===== src/rtl/multicycle_control.sv =====
// Main control FSM for the multicycle datapath. It steps each instruction through
// fetch/decode/execute/memory/writeback and drives the datapath enables and the aluop.
module multicycle_control #(
  parameter logic [2:0] ALUOP_AND   = 3'b000,
  parameter logic [2:0] ALUOP_OR    = 3'b001,
  parameter logic [2:0] ALUOP_ADD   = 3'b010,
  parameter logic [2:0] ALUOP_SUB   = 3'b011,
  parameter logic [2:0] ALUOP_RTYPE = 3'b100
) (
  input  logic       clk,
  input  logic       reset,
  input  logic [5:0] opcode,
  input  logic       mem_ready,
  output logic       pc_write,
  output logic       pc_write_cond,
  output logic       i_or_d,
  output logic       mem_read,
  output logic       mem_write,
  output logic       ir_write,
  output logic       mem_to_reg,
  output logic       reg_dst,
  output logic       reg_write,
  output logic       alu_src_a,
  output logic [1:0] alu_src_b,
  output logic [1:0] pc_source,
  output logic [2:0] aluop,
  output logic       illegal_op,
  output logic [3:0] state
);

  localparam logic [5:0] OP_RTYPE = 6'b000000;
  localparam logic [5:0] OP_LW    = 6'b100011;
  localparam logic [5:0] OP_SW    = 6'b101011;
  localparam logic [5:0] OP_BEQ   = 6'b000100;
  localparam logic [5:0] OP_J     = 6'b000010;
  localparam logic [5:0] OP_ADDI  = 6'b001000;
  localparam logic [5:0] OP_ORI   = 6'b001101;

  typedef enum logic [3:0] {
    S_IDLE      = 4'd0,
    S_FETCH     = 4'd1,
    S_DECODE    = 4'd2,
    S_MEM_ADDR  = 4'd3,
    S_MEM_READ  = 4'd4,
    S_MEM_WB    = 4'd5,
    S_MEM_WRITE = 4'd6,
    S_R_EXEC    = 4'd7,
    S_R_WB      = 4'd8,
    S_BRANCH    = 4'd9,
    S_JUMP      = 4'd10,
    S_IMM_EXEC  = 4'd11,
    S_IMM_WB    = 4'd12
  } state_t;

  typedef struct packed {
    logic       pc_write;
    logic       pc_write_cond;
    logic       i_or_d;
    logic       mem_read;
    logic       mem_write;
    logic       mem_to_reg;
    logic       reg_dst;
    logic       reg_write;
    logic       alu_src_a;
    logic [1:0] alu_src_b;
    logic [1:0] pc_source;
    logic [2:0] aluop;
  } ctrl_t;

  state_t     r_state;
  state_t     w_next;
  logic [5:0] r_op_q;
  logic [5:0] w_op_next;
  ctrl_t      r_ctrl;
  logic       r_in_fetch;
  logic       w_legal;

  // Moore outputs for a given state; the FETCH handshake-qualified strobes are added separately.
  function automatic ctrl_t decodeCtrl(input state_t s, input logic [5:0] op);
    ctrl_t c;
    c = '0;
    c.aluop = ALUOP_AND;
    case (s)
      S_FETCH: begin
        c.mem_read = 1'b1; c.alu_src_b = 2'b01; c.aluop = ALUOP_ADD;
      end
      S_DECODE: begin
        c.alu_src_b = 2'b11; c.aluop = ALUOP_ADD;
      end
      S_MEM_ADDR: begin
        c.alu_src_a = 1'b1; c.alu_src_b = 2'b10; c.aluop = ALUOP_ADD;
      end
      S_MEM_READ:  begin c.mem_read = 1'b1; c.i_or_d = 1'b1; end
      S_MEM_WB:    begin c.reg_write = 1'b1; c.mem_to_reg = 1'b1; end
      S_MEM_WRITE: begin c.mem_write = 1'b1; c.i_or_d = 1'b1; end
      S_R_EXEC: begin
        c.alu_src_a = 1'b1; c.alu_src_b = 2'b00; c.aluop = ALUOP_RTYPE;
      end
      S_R_WB: begin c.reg_write = 1'b1; c.reg_dst = 1'b1; end
      S_BRANCH: begin
        c.alu_src_a = 1'b1; c.alu_src_b = 2'b00; c.aluop = ALUOP_SUB;
        c.pc_write_cond = 1'b1; c.pc_source = 2'b01;
      end
      S_JUMP: begin c.pc_write = 1'b1; c.pc_source = 2'b10; end
      S_IMM_EXEC: begin
        c.alu_src_a = 1'b1; c.alu_src_b = 2'b10;
        c.aluop = (op == OP_ORI) ? ALUOP_OR : ALUOP_ADD;
      end
      S_IMM_WB: c.reg_write = 1'b1;
      default: c = '0;
    endcase
    return c;
  endfunction

  assign w_legal = (opcode == OP_LW) || (opcode == OP_SW) || (opcode == OP_RTYPE) ||
                   (opcode == OP_BEQ) || (opcode == OP_J) || (opcode == OP_ADDI) ||
                   (opcode == OP_ORI);

  assign w_op_next = (r_state == S_DECODE) ? opcode : r_op_q;

  always_comb begin
    w_next = S_IDLE;
    case (r_state)
      S_IDLE:      w_next = S_FETCH;
      S_FETCH:     w_next = mem_ready ? S_DECODE : S_FETCH;
      S_DECODE: begin
        case (opcode)
          OP_LW, OP_SW:     w_next = S_MEM_ADDR;
          OP_RTYPE:         w_next = S_R_EXEC;
          OP_BEQ:           w_next = S_BRANCH;
          OP_J:             w_next = S_JUMP;
          OP_ADDI, OP_ORI:  w_next = S_IMM_EXEC;
          default:          w_next = S_FETCH;
        endcase
      end
      S_MEM_ADDR:  w_next = (r_op_q == OP_LW) ? S_MEM_READ : S_MEM_WRITE;
      S_MEM_READ:  w_next = mem_ready ? S_MEM_WB : S_MEM_READ;
      S_MEM_WB:    w_next = S_FETCH;
      S_MEM_WRITE: w_next = mem_ready ? S_FETCH : S_MEM_WRITE;
      S_R_EXEC:    w_next = S_R_WB;
      S_R_WB:      w_next = S_FETCH;
      S_BRANCH:    w_next = S_FETCH;
      S_JUMP:      w_next = S_FETCH;
      S_IMM_EXEC:  w_next = S_IMM_WB;
      S_IMM_WB:    w_next = S_FETCH;
      default:     w_next = S_IDLE;
    endcase
  end

  // Outputs are registered by decoding the state being entered, so they line up with r_state.
  always_ff @(posedge clk) begin
    if (reset) begin
      r_state    <= S_IDLE;
      r_op_q     <= '0;
      r_ctrl     <= '0;
      r_in_fetch <= 1'b0;
    end else begin
      r_state    <= w_next;
      r_op_q     <= w_op_next;
      r_ctrl     <= decodeCtrl(w_next, w_op_next);
      r_in_fetch <= (w_next == S_FETCH);
    end
  end

  assign pc_write      = r_ctrl.pc_write | (r_in_fetch & mem_ready);
  assign ir_write      = r_in_fetch & mem_ready;
  assign pc_write_cond = r_ctrl.pc_write_cond;
  assign i_or_d        = r_ctrl.i_or_d;
  assign mem_read      = r_ctrl.mem_read;
  assign mem_write     = r_ctrl.mem_write;
  assign mem_to_reg    = r_ctrl.mem_to_reg;
  assign reg_dst       = r_ctrl.reg_dst;
  assign reg_write     = r_ctrl.reg_write;
  assign alu_src_a     = r_ctrl.alu_src_a;
  assign alu_src_b     = r_ctrl.alu_src_b;
  assign pc_source     = r_ctrl.pc_source;
  assign aluop         = r_ctrl.aluop;
  assign illegal_op    = (r_state == S_DECODE) && !w_legal;
  assign state         = r_state;

endmodule


===== config.mk =====
export PLATFORM = sky130hd
export DESIGN_NAME = multicycle_control
export DESIGN_NICKNAME = d
export VERILOG_FILES = /design/src/rtl/multicycle_control.sv
export SDC_FILE = /design/constraint.sdc
export NUM_CORES = 1
export LEC_CHECK = 0
export ABC_CLOCK_PERIOD_IN_PS = 2400
export BUFFER_PORTS_ARGS = -buffer_cell sky130_fd_sc_hd__buf_2
export CAP_MARGIN = 30
export CELL_PAD_IN_SITES_DETAIL_PLACEMENT = 1
export CELL_PAD_IN_SITES_GLOBAL_PLACEMENT = 1
export CORE_MARGIN = 10
export CORE_UTILIZATION = 39
export CTS_CLUSTER_DIAMETER = 60
export DETAILED_ROUTE_END_ITERATION = 12
export PLACE_DENSITY = 0.75
export SLEW_MARGIN = 15
export SYNTH_ARGS = -nofsm -noshare
export SYNTH_HDL_FRONTEND = slang
export SYNTH_SLANG_ARGS = --single-unit
export TNS_END_PERCENT = 30

===== constraint.sdc =====
create_clock -name clk -period 2.4 [get_ports clk]
set_input_delay 0.48 -clock clk [delete_from_list [all_inputs] [get_ports clk]]
set_output_delay 0.48 -clock clk [all_outputs]
set_load 0.03 [all_outputs]

==> flow_summary.ini <==
[layout]
stdcell_area_um2 = 1530
fin_util_pct = 45.8
synthToLayoutAreaGrowth_pct = 13.0
drive_gt1_share_pct = 27.8
largest_reg_flops = 6
finalNetCount = 186
nFillCells = 423
largest-register = r_op_q
antennaDiodeCount = 0

[synthesis]
synth_top_area_share_pct = 38.5
synth_top_flop_cell = dfxtp_1
ys_ff_latch = 26
syn-instance-count = 155
syn-num-nets = 164
avgSynthCellArea_um2 = 8.73
synth_edf_count = 0
ys_top_cells_by_area = dfxtp_1 (38%), nand2_1 (5.3%), nor3_1 (4.1%)
seq_area_frac_synth_pct = 38.5
ys_types = 49
yosysWarnings = 0
syn_area_um2 = 1350
async_flop_share_pct = 0
yosys.area.top_type = dfxtp_1

[worst_hold_path]
hold_end = r_op_q[5]
hold_depth = 3
hp-start = opcode[5]
hp-class = in -> reg

[sta]
tns_ns = 0
maxSlewHeadroom_pct = 59.8
tightest_slew_ns = 0.602
hold_slack_ns = 0.456
fin_crit_ns = 2.14
hold_violations = 0
slew_violations = 0
fin_skew_ns = 0.00474
fmax_ghz = 0.467
min_period_over_period_pct = 89.2
setup_viol = 0
rsz0062_at_grt = no

[worst_setup_path]
cp_max_fo = 8
critPathBufInv = 0
crit_family = simple AND/OR/NAND/NOR gates
worstRegToRegCells = 5
critPathKind = reg -> reg
path_cells = or4b_4 > nor3_1 > o31a_1 > nor2_1 > nor4b_1
reg2reg_from = state[2]
slowest_delay_ns = 0.61
cp_slowest_cell = or4b_4
reg2reg_to = pc_source[1]
critPathLaunchType = flop
required_ns = 2.63
cp_data_arrival_time_ns = 2.37
critPathCaptureType = flop
r2r_slack_ns = 0.26

[floorplanning]
top_level_ports = 31
die_h_um = 78.9
start_util_pct = 40.5
die_x_um = 78.9
rows = 21
core_area_um2 = 3340
die_area_um2 = 6220

[global_route]
grt_pass1_wl_um = 6380
grt_max_degree = 20
grt_pass1_vias = 1293
antenna_found_initial = 0
grtUsageTotal_pct = 12.4
grt_overflow = 0

[outcome]
status = finished, final reports clean

[detailed_routing]
drt_wl_total_um = 3670
num_vias = 1226
drt_iter0_markers = 52
wire_per_inst_um = 16.5
drc = 0
drt_pass1_iterations = 4
viasPerCell = 5.52
postRouteAntennaNets = 0

[power_and_ir_drop]
vdd_ir_drop_max_v = 0.000193
power.density_nw_per_um2 = 565
leakagePower_nw = 0.638

[clocking]
numCtsBuffers = 3
hold_buffers = 0
cts_max_path_buffers = 2
cts_setup_buffers = 0
cts_tree = yes
clock-sinks = 26
cts_resized = 0
cts-htree-levels = 1
clk_pin_slew_ns = 0.14
clk-insertion-delay-late_ns = 0.33
cts-root-buf = clkbuf_4

[flow_run]
maxCapViolations = 0

[place]
dp_hpwl_um = 2990
placed_cell_area_um2 = 1490
numPortBuffers = 30
gp_congestion = 0.797
## area by class of cell
| cell class | instances | area (um^2) | area share [%] |
|---|---|---|---|
| repair buffers | 37 | 203 | 13.3 |
| clock buffers | 4 | 36.3 | 2.38 |
| multi-input cells | 107 | 703 | 46.0 |
| well taps | 46 | 57.6 | 3.77 |
| flip-flops and latches | 26 | 520 | 34.1 |
| inverters | 2 | 7.51 | 0.491 |
## report_power, final
group / total (mW) / internal [mW] / switching [mW]
sequential: 0.458 / 0.450 / 0.00824
clock: 0.226 / 0.0930 / 0.133
combinational: 0.178 / 0.0617 / 0.117
## Yosys cell counts, types with 2 or more instances
master    number
nor2_1         7
nand2_1       19
nor2b_1        5
and2_1         2
nor3b_1        4
buf_6          2
o311a_1        2
nor3_1        11
buf_2          4
dfxtp_1       26
o21ai_0        4
nor4b_2        2
clkbuf_1       6
inv_1          2
a211oi_1       3
xor2_1         2
buf_4          7
and3_1         2
nor4b_1        3
nand2b_1       2
nor4_1         2
a32oi_1        2
a21oi_1        8
nand3_1        3
## stage by stage
| stage | std cells | power, mW | worst slack, ns |
|---|---|---|---|
| 2_1_floorplan | 155 | 0.603 | 0.170 |
| 3_3_place_gp | 218 | 0.640 | 0.179 |
| 3_5_place_dp | 218 | 0.648 | 0.118 |
| 4_1_cts | 222 | 0.868 | 0.257 |
| 5_1_grt | 222 | 0.913 | 0.0494 |
| 6_report | 222 | 0.863 | 0.259 |
## cells in the final DEF, fill, tap and decap left out, types with 3 or more instances in the layout
| cell | Yosys | routed |
|---|---|---|
| buf_4 | 7 | 7 |
| nor2b_1 | 5 | 5 |
| o21ai_0 | 4 | 4 |
| nor3b_1 | 4 | 4 |
| dfxtp_1 | 26 | 26 |
| nor4b_1 | 3 | 3 |
| clkbuf_4 | 0 | 3 |
| nor2_1 | 7 | 7 |
| nor3_1 | 11 | 11 |
| a211oi_1 | 3 | 3 |
| a21oi_1 | 8 | 8 |
| nand3_1 | 3 | 3 |
| buf_2 | 4 | 30 |
| nand2_1 | 19 | 19 |
## routing by layer
metal	part of all wire (%)	vias up	GRT usage [%]
met5	0	-	0
met2	54	23	22.8
li1	-	597	-
met3	5.0	5	2.70
met4	1.1	0	4.12
met1	40	601	13.7
## how the worst max path moves through the flow
| stage | slack, ns | cells past startpoint | to | startpoint |
|---|---|---|---|---|
| global route | 0.05 | 5 | r_ctrl[15] | state[2] |
| finish | 0.26 | 5 | pc_source[1] | state[2] |
| global placement | 0.18 | 7 | aluop[1] | opcode[3] |
| floorplan | 0.17 | 3 | illegal_op | state[1] |
| CTS | 0.26 | 5 | pc_source[1] | state[2] |
| detailed placement | 0.12 | 7 | aluop[1] | opcode[3] |
## worst min-delay path, stage by stage
cell and delay [ns]:
buf_2 0.16, nand2_1 0.07, a21oi_1 0.05
## kinds of logic after synthesis
family	after synthesis	share of synthesized area (%)
XOR/XNOR	3	1.94
AND/OR/NAND/NOR	70	30.0
AO/OA/AOI/OAI	33	19.3
flip-flops	26	38.5
buffers and inverters	22	9.53
adder cells (fa/ha/maj)	1	0.740
Power figures use the tool's default switching activity.
